===== src/rtl/pipe_hazard_ctrl.sv =====
// pipe_hazard_ctrl: stall/flush sequencer for the 5-stage pipeline (load-use, branch, dmem wait-states).
// Optional STALL_CNT_EN macro adds a 32-bit count of cycles with the PC held.
module pipe_hazard_ctrl #(
    parameter int WAIT_LIMIT = 16,
    parameter int CNT_W      = 5
) (
    input  logic              clk,
    input  logic              startin,
    input  logic [4:0]        ID_rs,
    input  logic [4:0]        ID_rt,
    input  logic              EX_mem_read,
    input  logic [4:0]        EX_rt,
    input  logic              EX_branch_taken,
    input  logic              MEM_mem_req,
    input  logic              dmem_ready,
    output logic              dmem_req,
    output logic              pc_write,
    output logic              IF_ID_write,
    output logic              IF_ID_flush,
    output logic              ID_EX_flush,
    output logic              EX_MEM_write,
    output logic              MEM_WB_bubble,
`ifdef STALL_CNT_EN
    output logic              mem_err,
    output logic [31:0]       stall_cycles
`else
    output logic              mem_err
`endif
);
    typedef enum logic [1:0] {RUN = 2'b00, WAIT = 2'b01, ERR_REL = 2'b10} state_t;

    state_t           r_state, w_next;
    logic [CNT_W-1:0] r_wait_cnt, w_next_cnt;
    logic             r_mem_err, w_set_err;
    logic             w_freeze, w_bubble, w_req;
    logic             w_load_use, w_branch, w_stall;

    always_comb begin
        w_next     = r_state;
        w_next_cnt = r_wait_cnt;
        w_set_err  = 1'b0;
        w_freeze   = 1'b0;
        w_bubble   = 1'b0;
        w_req      = 1'b0;
        case (r_state)
            RUN: begin
                w_req = MEM_mem_req;
                if (MEM_mem_req && !dmem_ready) begin
                    w_freeze   = 1'b1;
                    w_next     = WAIT;
                    w_next_cnt = CNT_W'(1);
                end
            end
            WAIT: begin
                w_req = MEM_mem_req;
                if (dmem_ready) begin
                    w_next     = RUN;
                    w_next_cnt = '0;
                end else if (r_wait_cnt < CNT_W'(WAIT_LIMIT)) begin
                    w_freeze   = 1'b1;
                    w_next_cnt = r_wait_cnt + CNT_W'(1);
                end else begin
                    w_freeze   = 1'b1;
                    w_set_err  = 1'b1;
                    w_next     = ERR_REL;
                    w_next_cnt = '0;
                end
            end
            ERR_REL: begin
                // faulted instruction leaves MEM as a NOP; rest of the pipe moves on
                w_bubble   = 1'b1;
                w_next     = RUN;
                w_next_cnt = '0;
            end
            default: begin
                w_next     = RUN;
                w_next_cnt = '0;
            end
        endcase
    end

    // memory freeze outranks branch flush, which outranks load-use stall
    assign w_load_use = EX_mem_read && (EX_rt != 5'd0) && ((EX_rt == ID_rs) || (EX_rt == ID_rt));
    assign w_branch   = !w_freeze && EX_branch_taken;
    assign w_stall    = !w_freeze && !EX_branch_taken && w_load_use;

    assign dmem_req      = startin && w_req;
    assign pc_write      = startin && !w_freeze && !w_stall;
    assign IF_ID_write   = startin && !w_freeze && !w_stall;
    assign IF_ID_flush   = startin && w_branch;
    assign ID_EX_flush   = startin && (w_branch || w_stall);
    assign EX_MEM_write  = startin && !w_freeze;
    assign MEM_WB_bubble = startin && (w_freeze || w_bubble);
    assign mem_err       = r_mem_err;

    always_ff @(posedge clk or negedge startin) begin
        if (!startin) begin
            r_state    <= RUN;
            r_wait_cnt <= '0;
            r_mem_err  <= 1'b0;
        end else begin
            r_state    <= w_next;
            r_wait_cnt <= w_next_cnt;
            r_mem_err  <= r_mem_err || w_set_err;
        end
    end

`ifdef STALL_CNT_EN
    logic [31:0] r_stall_cycles;

    always_ff @(posedge clk or negedge startin) begin
        if (!startin)
            r_stall_cycles <= '0;
        else if (!pc_write)
            r_stall_cycles <= r_stall_cycles + 32'd1;
    end

    assign stall_cycles = r_stall_cycles;
`endif
endmodule

===== config.mk =====
export PLATFORM = sky130hd
export DESIGN_NAME = pipe_hazard_ctrl
export DESIGN_NICKNAME = d
export VERILOG_FILES = /design/src/rtl/pipe_hazard_ctrl.sv
export SDC_FILE = /design/constraint.sdc
export NUM_CORES = 1
export LEC_CHECK = 0
export CORE_MARGIN = 10
export CORE_UTILIZATION = 41
export CTS_CLUSTER_DIAMETER = 40
export DETAILED_ROUTE_END_ITERATION = 8
export HOLD_SLACK_MARGIN = 0.02
export PLACE_DENSITY = 0.88
export SYNTH_ARGS = -nofsm -noshare
export SYNTH_HDL_FRONTEND = slang
export SYNTH_SLANG_ARGS = --single-unit
export TNS_END_PERCENT = 50

===== constraint.sdc =====
create_clock -name clk -period 2.25 [get_ports clk]
set_input_delay 0.45 -clock clk [delete_from_list [all_inputs] [get_ports clk]]
set_output_delay 0.45 -clock clk [all_outputs]
set_load 0.01 [all_outputs]

After elaboration in Yosys (flattened, before gate mapping) --
Cells that the tools add are included.
Storage, ports and cells: word-level logic and storage cells 51, input port bits 21, output and inout bits 8, bits in registers 8
Operators by class: equality and inequality tests 6, reduce and logical (&&, ||, !) cells 24, magnitude comparators 1, add/sub/neg operators 1, muxes and demuxes 16
Operators with widths (count):
- $mux 5 | 3
- $logic_and 1x1->1 | 12
- $eq 5x5->1 | 2
- $pmux 5 s2 | 1
- $mux 1 | 7
- $mux 2 | 3
- $add 5x1->5 const B | 1
- $lt 5x5->1 const B | 1
- $reduce_bool 5->1 | 1
- $logic_not 1->1 | 4
- $logic_or 1x1->1 | 4
- $pmux 2 s2 | 1
- $ne 3x3->1 const B | 1
- $eq 2x1->1 const B | 1
- $eq 2x2->1 const B | 1
- $logic_not 2->1 | 1
- $ne 2x2->1 const B | 1
- $pmux 1 s2 | 1
- $reduce_and 2->1 | 1
- $reduce_or 2->1 | 1

Depth between registers and ports, before layout --
Gate-level depths: netlist of the first run.
depth in word-level cells 9, depth in mapped cells 5, gate-level depth less buffers 5

Worst setup path after synthesis of the first run --
No wires, ideal clock.
kind input port to output port, from input EX_rt[1], to output pc_write, buffers on the path 1, stages on the path 5, data required time 1800 ps, arrival time 1584 ps, setup slack 216 ps, cells stage by stage or4_4 -> o21ai_2 -> nor2_1 -> a21oi_1 -> buf_4
Between the ends: longest elaborated chain between the ends 6
Ends and longest elaborated chain:
- from (decl) | line 12 | input logic [4:0] EX_rt,
- $eq 5x5->1 / $reduce_bool 5->1 (equally long branches) | line 83 | assign w_load_use = EX_mem_read && (EX_rt != 5'd0) && ((EX_rt == ID_rs) || (EX_rt == ID_rt));
- $logic_or 1x1->1 / $logic_and 1x1->1 (equally long branches) | line 83
- $logic_and 1x1->1 * | line 83
- $logic_and 1x1->1 * | line 85 | assign w_stall = !w_freeze && !EX_branch_taken && w_load_use;
- $logic_not 1->1 *
- $logic_and 1x1->1 *
- to (decl) | line 17 | output logic pc_write,
Mark *: on every way between the ends. The rest lies on a longest branch, timed or not.

Final worst setup path of the first run --
from input EX_rt[1], to output ID_EX_flush
Between the ends: longest elaborated chain between the ends 6
Ends and longest elaborated chain:
- $eq 5x5->1 / $reduce_bool 5->1 (equally long branches) | line 83
- $logic_or 1x1->1 / $logic_and 1x1->1 (equally long branches) | line 83
- $logic_and 1x1->1 * | line 83
- $logic_and 1x1->1 * | line 85
- $logic_or 1x1->1 * | line 91 | assign ID_EX_flush = startin && (w_branch || w_stall);
- $logic_and 1x1->1 * | line 91
- to (decl) | line 20 | output logic ID_EX_flush,
Marked as above.

==> results of run 1 <==
-- layout make-up --
class | count | share of cell area [%]
multi-input cells | 55 | 38.1
repair buffers | 42 | 36.9
flip-flops and latches | 8 | 20.4
clock buffers | 3 | 2.29
well taps | 15 | 1.91
inverters | 1 | 0.382
-- sequential cells by signal (all words and copies together) (netlist names) --
register / flops
r_wait_cnt: 5
r_state: 2
mem_err: 1
-- kinds of logic after synthesis --
kind of cell	Yosys count	share of synthesized area (%)
buffers and inverters	2	1.99
XOR/XNOR	10	15.5
adder cells (fa/ha/maj)	1	2.21
AO/OA/AOI/OAI	16	19.5
flip-flops	8	35.4
AND/OR/NAND/NOR	28	25.4
-- placed cells by master, fill, tap and decap left out, types with 2 or more instances in the layout --
master / count
nand3_1: 2
nor2_1: 7
o21ai_0: 2
nor3_1: 2
xnor2_1: 10
dlygate4sd2_1: 5
a21boi_0: 2
nand2_1: 6
nand2b_1: 3
dfrtp_1: 8
buf_2: 3
o21ai_1: 4
clkbuf_4: 3
buf_4: 14
clkdlybuf4s50_1: 16
-- worst paths after layout --
path,from,endpoint,depth (start not counted)
max reg2reg,r_state[1],r_wait_cnt[3],5
min,mem_err,mem_err,1
min reg2reg,mem_err,mem_err,1
min in group asynchronous,startin,r_state[0],2
max,EX_rt[1],ID_EX_flush,6
max in group asynchronous,startin,r_wait_cnt[2],2
-- where the power goes --
group / switching, mW / internal (mW)
combinational: 0.0612 / 0.0850
sequential: 0.0108 / 0.153
clock: 0.0446 / 0.0608
total: 0.117 / 0.299
-- what timing repair did --
| action | 4_1_cts | 5_1_grt |
|---|---|---|
| pin swaps | 3 | 6 |
| hold buffers | 0 | 0 |
| setup endpoints to repair | 7 | 5 |
| hold endpoints to repair | 0 | 0 |
| buffers inserted | 0 | 1 |
| gates resized for setup | 22 | 8 |
-- worst reg2reg max path, stage by stage (launching register included) --
cell,delay [ps]
dfrtp_1,400
buf_4,170
or4b_1,530
a31oi_1,170
o21ai_1,80
o21ai_1,90
-- metal layers --
layer,routed length (um),track usage (%),vias to the layer above
met5,0,0,-
met3,205,3.98,0
li1,-,-,324
met4,0,4.03,0
met2,872,18.9,31
met1,861,13.5,293
-- per-stage QoR --
| stage | instances | hold slack [ps] | setup slack [ps] |
|---|---|---|---|
| 2_1_floorplan | 65 | 154 | 216 |
| 3_3_place_gp | 120 | 456 | -528 |
| 3_5_place_dp | 120 | 460 | -584 |
| 4_1_cts | 123 | 478 | 18.4 |
| 5_1_grt | 124 | 492 | -3.54 |
| 6_report | 124 | 473 | 37.8 |
==> reports/results.ini, run 1 <==
[synth]
synth_nets=87
synth_cell_types=28
ys_warn_count=0
ys_seq_area_share_pct=35.4
synth_edf_count=0
synthCells=65
ys.flop_type=dfrtp_1
synth_common_cells=xnor2_1 (10), dfrtp_1 (8), nor2_1 (8), nand2_1 (6), o21ai_1 (4)
synth_area_leaders=dfrtp_1 (35%), xnor2_1 (15%), nor2_1 (5.3%)
synthArstFlopShare_pct=100
synth_area_per_cell_um2=8.70
yosysTopAreaCellShare_pct=35.4
synth.ff_latch_count=8
syn_area_um2=566
yosys.area.top_type=dfrtp_1
yosysMostFrequentCell=xnor2_1

[drt]
post_drt_wl_per_cell_um=15.6
vias=648
route.detailed.drc=0
drt-initial-drc-count=11
antenna_left=0
vias_per_cell=5.23
wirelength_um=1940
dr.pass1.iters=4

[worst_setup_path]
critPathBufInv=2
critPathLaunchType=primary input
critPathSlowestCell=or4_4
cpLargestDelayFamily=simple AND/OR/NAND/NOR gates
cp_max_fo=2
crit_arrival_ps=1760
endpoint_kind=primary output
crit_chain=dlygate4sd2_1 > or4_4 > o21ai_4 > nor2_1 > a21o_1 > buf_2
slowest_delay_ps=540
crit_required_ps=1800
r2r_slack_ps=750
worstSetupPathType=in2out

[placement]
hpwl_um=1640
finalWeightedCongestion=0.882
place_area_um2=955
io_buffers=28

[sta]
finalCritPeriodShare_pct=98.3
relSlewSlack_pct=73.5
maxSlewViolCount=0
finalHoldViolCount=0
tightest_slew_ps=395
fmax_ghz=0.452
tns_ps=0
period_minus_slack_ps=2210
setup_viol=0
clock_skew_ps=2.04

[grt]
grt_pass1_wl_um=3050
grt_pass1_vias=690
overflow=0
grt_use_total_pct=11.5
grt_max_degree=11
antenna_found_initial=0

[floorplanning]
die_area_um2=3260
boundaryPins=29
core_um2=1300
die_h_um=57.1
die_x_um=57.1
initial_utilization_pct=43.5
fp-row-count=13

[final_layout]
final_nets=133
multi_input_area_um2=374
antennaDiodeCount=0
regArea_um2=200
syn_to_final_growth_pct=73.7
drive_gt1_share_pct=26.6
utilization_pct=75.5
fin_area_um2=982
fillers=101

[pwr]
finalPower_uw=415
p_leak_nw=0.458
powerDensity_nw_per_um2=423
ir_drop_mv=0.396

[clock_tree]
cts_sinks=8
cts_buffers=3
clk_transition_reported_paths_ps=50
clockBufferDepth=2
cts_root_buf=clkbuf_4
htreeDepth=1
clkLatencyLatePin_ps=250
cts_tree=built

[worst_hold_path]
hold_path_class=reg2reg

[run_status]
status=finished, final reports clean

[run]
drv_cap=0

Note: power is estimated with default switching activity, not from simulation.
==> inputs of run 2 (changes only) <==
- CAP_MARGIN: default -> 20
- CORE_MARGIN: 10 -> 2
==> run 2 against run 1 <==
Against the previous run: global-route usage up 11 points; combinational power about the same; sequential power about the same; clock-buffer cell count unchanged; clock power down 4%; via count up 1.4%; first-iteration DRC count down 27%; sequential share of layout area up 0.18 points; clock skew up 1.6 ps; maximum frequency up 0.21%; cell count down 0.81%.
==> reports/results.ini, run 2 (synthesized netlist as in run 1, its figures left out) <==
[worst_hold_path]
holdPathStages=1  ; unchanged
hold_path_class=reg2reg  ; unchanged

[sta]
clock_skew_ps=3.68  ; was 2.04 ps
fmax_ghz=0.453  ; was 0.452 GHz
finalCritPeriodShare_pct=98.1  ; was 98.3%
rsz0062_at_grt=no
period_minus_slack_ps=2210  ; about the same
finalHoldViolCount=0  ; unchanged
relSlewSlack_pct=71.0  ; was 73.5%
maxSlewViolCount=0  ; unchanged
hold_ws_ps=495  ; was 473 ps
tightest_slew_ps=432  ; was 395 ps
setup_viol=0  ; unchanged

[worst_setup_path]
crit_arrival_ps=1760  ; about the same
crit_required_ps=1800  ; about the same
worstSetupPathType=in2out  ; unchanged
endpoint_kind=primary output  ; unchanged
critPathLaunchType=primary input  ; unchanged
rr_worst_depth=5  ; unchanged
cp_max_fo=2  ; unchanged

[floorplanning]
boundaryPins=29  ; unchanged
fp-row-count=13  ; unchanged
initial_utilization_pct=43.5  ; unchanged
die_area_um2=1690  ; was 3260 um2
core_um2=1300  ; unchanged
die_h_um=41.1  ; was 57.1 um
die_x_um=41.1  ; was 57.1 um

[final_layout]
antennaDiodeCount=0  ; unchanged
layout_common_cells=clkdlybuf4s50_1 (17), buf_4 (13), xnor2_1 (10), nor2_1 (8), dfrtp_1 (8)  ; was clkdlybuf4s50_1 (16), buf_4 (14), xnor2_1 (10), dfrtp_1 (8), nor2_1 (7)
final_nets=132  ; was 133
final_common_cell=clkdlybuf4s50_1  ; unchanged
regMostFlops=r_wait_cnt  ; unchanged
largest_reg_flops=5  ; unchanged
fin_area_um2=973  ; was 982 um2
syn_to_final_growth_pct=72.1  ; was 73.7%
drive_gt1_share_pct=24.1  ; was 26.6%

[drt]
wirelength_um=1690  ; was 1940 um
antenna_left=0  ; unchanged
dr.pass1.iters=4  ; unchanged
post_drt_wl_per_cell_um=13.8  ; was 15.6 um
vias=657  ; was 648
drt-initial-drc-count=8  ; was 11
vias_per_cell=5.34  ; was 5.23
route.detailed.drc=0  ; unchanged

[clock_tree]
clk_transition_reported_paths_ps=40  ; was 50 ps
cts_buffers=3  ; unchanged
cts_tree=built  ; unchanged
clkLatencyLatePin_ps=240  ; was 250 ps
post_cts_buffers=0  ; unchanged
cts_root_buf=clkbuf_4  ; unchanged
clockBufferDepth=2  ; unchanged
htreeDepth=1  ; unchanged
cts_sinks=8  ; unchanged

[grt]
met3_usage_pct=5.98  ; was 3.98%
overflow=0  ; unchanged
use_met2_pct=42.2  ; was 18.9%
busiest_layer=met2  ; unchanged
grt_use_total_pct=22.3  ; was 11.5%
grt_use_met1_pct=21.5  ; was 13.5%
grt_pass1_wl_um=2320  ; was 3050 um
grt_max_degree=10  ; was 11
antenna_found_initial=0  ; unchanged
grt_pass1_vias=576  ; was 690

[placement]
hpwl_um=1330  ; was 1640 um
finalWeightedCongestion=0.655  ; was 0.882
place_area_um2=955  ; unchanged
io_buffers=28  ; unchanged

[pwr]
powerDensity_nw_per_um2=417  ; was 423 nW/um2
p_leak_nw=0.464  ; was 0.458 nW
finalPower_uw=406  ; was 415 uW
ir_drop_mv=0.471  ; was 0.396 mV

[run]
drv_cap=0  ; unchanged

[run_status]
status=finished, final reports clean  ; unchanged

## run 2: per-stage QoR
step / worst slack, ps / utilization (%) / instances / TNS, ps
2_1_floorplan: 216 / - / 65 / 0
6_report: 42.4 / 74.8 / 123 / 0
4_1_cts: -111 / 73.7 / 123 / -111
5_1_grt: 2.41 / 74.8 / 123 / 0
3_5_place_dp: -586 / 73.4 / 120 / -2070
3_3_place_gp: -514 / 73.4 / 120 / -1780
## run 2: final timing paths
| path | startpoint | endpoint | slack (ps) |
|---|---|---|---|
| worst max-delay path | EX_rt[1] | ID_EX_flush | 40 |
| worst min-delay path | r_wait_cnt[3] | r_wait_cnt[3] | 490 |
| worst max register to register | r_state[1] | r_wait_cnt[3] | 730 |
| worst min register to register | r_wait_cnt[3] | r_wait_cnt[3] | 490 |
| max in group asynchronous | startin | r_wait_cnt[1] | 1520 |
| min in group asynchronous | startin | mem_err | 600 |
## run 2: layer usage
| layer | vias up | wire, um |
|---|---|---|
| met3 | 4 | 190 |
| met4 | 0 | 31 |
| met2 | 39 | 864 |
| li1 | 318 | - |
| met1 | 296 | 607 |
| met5 | - | 0 |
## run 2: repair_timing
item,4_1_cts,5_1_grt
pin swaps,2,1
resized for setup,19,7
hold buffers,0,0
setup endpoints to repair,6,5
endpoints found under the hold margin,0,0
## run 2: final cells by class
cell class                 instances  area [um2]
multi-input combinational         55         367
tap                               15        18.8
sequential                         8         200
inverter                           1        3.75
clock buffer                       3        22.5
fill                              96         328
timing repair buffer              41         362
## run 2: power breakdown
| group | leakage [nW] | switching [mW] | internal [mW] |
|---|---|---|---|
| logic | 0.342 | 0.0580 | 0.0845 |
| clock network | 0.0138 | 0.0402 | 0.0604 |
| registers | 0.108 | 0.00958 | 0.153 |
## run 2: worst max-delay path, cell delays in order
cell	delay (ps)
dlygate4sd2_1	250
or4_4	540
o21ai_2	160
nor2_1	50
a21o_1	170
buf_2	130
==> variant: new RTL, config.mk and constraints of run 2 <==
Add a define of `STALL_CNT_EN`.
--- a/src/rtl/pipe_hazard_ctrl.sv
+++ b/src/rtl/pipe_hazard_ctrl.sv
@@ -1,5 +1,7 @@
 // pipe_hazard_ctrl: stall/flush sequencer for the 5-stage pipeline (load-use, branch, dmem wait-states).
 // Optional STALL_CNT_EN macro adds a 32-bit count of cycles with the PC held.
+`define STALL_CNT_EN
+
 module pipe_hazard_ctrl #(
     parameter int WAIT_LIMIT = 16,
     parameter int CNT_W      = 5
Formal check against the unedited RTL (old outputs only; new: stall_cycles): equivalent (equiv_simple and equiv_induct, registers matched by name and starting in step).
==> variant against run 2 <==
Design area rose to 3.0 times the old value; first-iteration DRC count rose to 8.1 times the old value; sequential cell count up 32; hold slack worse by 0.19 ns; wire length rose to 2.8 times the old value; count of clock-buffer cells in the layout up 3; total power rose to 5.1 times the old value; sequential share of layout area up 14 points; setup slack worse by 0.010 ns; synthesized area rose to 3.6 times the old value; largest power group unchanged.
==> variant: results (changes against run 2) <==
| Metric | Value |
|---|---|
| Sequential share of the synthesized area | 49.0% (was 35.4%) |
| CTS HTree Levels | 2 (was 1) |
| Number of flip-flops under the largest register name | 32 (was 5) |
| Cell family with most CP delay | compound AO/OA/AOI/OAI gates (was simple AND/OR/NAND/NOR gates) |
| Syn_area_per_cell | 10.3 µm² (was 8.70 µm²) |
| Layout Nets | 298 (was 132) |
| Antenna violations before repair | 0 (unchanged) |
| Crit path largest cell delay | 0.50 ns (was 0.54 ns) |
| Register clock-pin slew on the reported worst setup and hold paths | 0.08 ns (was 0.04 ns) |
| Outcome | finished clean (unchanged) |
| Vias in the first global route | 1725 (was 576) |
| GP Congestion | 0.873 (was 0.655) |
| Dpl ws | -0.797 ns (was -0.586 ns) |
| Routed vias | 1753 (was 657) |
| Root Buffer | clkbuf_8 (was clkbuf_4) |
| First-pass GRT wire length | 7540 µm (was 2320 µm) |
| Syn nets | 221 (was 87) |
| Synth area leaders | dfrtp_1 49%, xnor2_1 9.4%, xor2_1 8.1% (was dfrtp_1 35%, xnor2_1 15%, nor2_1 5.3%) |
| Fraction of final layout cells sized beyond drive strength 1 | 15.2% (was 24.1%) |
| Detailed router's first-iteration violation count | 65 (was 8) |
| Worst min path class | in -> async (was reg -> reg) |
| Worst slew pin tran | 0.483 ns (was 0.432 ns) |
| Post-route insts no fill | 343 (was 123) |
| HPWL Detailed | 3410 µm (was 1330 µm) |
| CP Max Fanout | 3 (was 2) |
| Post-Place Cells | 332 (was 120) |
| Later-pin clock latency in the skew report | 0.29 ns (was 0.24 ns) |
| Static power due to leakage | 1.29 nW (was 0.464 nW) |
| Setup Skew | 0.00375 ns (was 0.00368 ns) |
| Worst-case vdd ir drop | 0.557 mV (was 0.471 mV) |
| IO Port Bufs | 60 (was 28) |
| Fillers | 390 (was 96) |
| Num CTS Buffers | 5 (was 3) |
| Switching share of power | 29.1% (was 26.6%) |
## variant: repair_timing
| action | in CTS | in global routing |
|---|---|---|
| buffers inserted | 2 | 0 |
| setup endpoints to repair | 27 | 8 |
| hold buffers | 1 | 0 |
| pin swaps | 4 | 4 |
| hold endpoints to repair | 1 | 0 |
| gates resized for setup | 32 | 11 |
## variant: path summary, 6_finish.rpt
kind                                               from                           end  slack, ns  cells past startpoint
max                                            EX_rt[2]                   IF_ID_write       0.03                      6
min                                             startin     r_wait_cnt[4]$_DFFE_PN0P_       0.30                      2
max reg2reg                stall_cycles[13]$_DFFE_PN0N_  stall_cycles[24]$_DFFE_PN0N_       0.34                      6
min reg2reg                           mem_err$_DFF_PN0_             mem_err$_DFF_PN0_       0.47                      1
max in group asynchronous                       startin        r_state[0]$_DFFE_PN0P_       1.60                      2
min in group clk                      mem_err$_DFF_PN0_             mem_err$_DFF_PN0_       0.47                      1
## variant: area by class of cell
class / instances / area [µm²] / share of cell area [%]
clock buffers: 6 / 72.6 / 2.50
clock inverters: 2 / 35.0 / 1.21
inverters: 4 / 17.5 / 0.604
multi-input cells: 150 / 1000 / 34.7
flip-flops and latches: 40 / 1000 / 34.5
well taps: 67 / 83.8 / 2.89
repair buffers: 74 / 684 / 23.6
## variant: metal layers
metal,global-route usage [%],share of wire (%),up-vias
met5,0,0,-
met2,30.6,48,67
met1,21.8,42,844
met3,4.47,8.7,9
met4,6.55,1.6,0
li1,-,-,833
## variant: stage by stage
stage | setup TNS, ns | cell area [µm²]
2_1_floorplan | 0 | 2040
3_3_place_gp | -12.09 | 2760
3_5_place_dp | -14.41 | 2760
4_1_cts | 0 | 2890
5_1_grt | 0 | 2900
6_report | 0 | 2900
## variant: logic make-up after synthesis
kind of cell	Yosys count	share of synthesized area, %
adders and majority gates	2	1.22
AOI/OAI and AO/OA	14	5.27
and+or+nand+nor	92	23.5
DFF	40	49.0
xor gates and xnor gates	41	17.6
buffers and inverters	8	2.88
muxes	1	0.551
## variant: worst reg2reg max path, delay by kind of cell (launching register included)
| kind | cells | cell delay, ns |
|---|---|---|
| xor gates and xnor gates | 1 | 0.18 |
| DFF | 1 | 0.44 |
| and+or+nand+nor | 5 | 1.20 |
## variant: power groups by stage
stage	combinational, W	sequential, W	clock [W]
final	0.000584	0.000931	0.000572
after global routing	0.000637	0.000952	0.000623
after CTS	0.000592	0.000934	0.000586
after detailed placement	0.000583	0.000946	0
after global placement	0.000567	0.000941	0
after floorplan	0.000231	0.000975	0
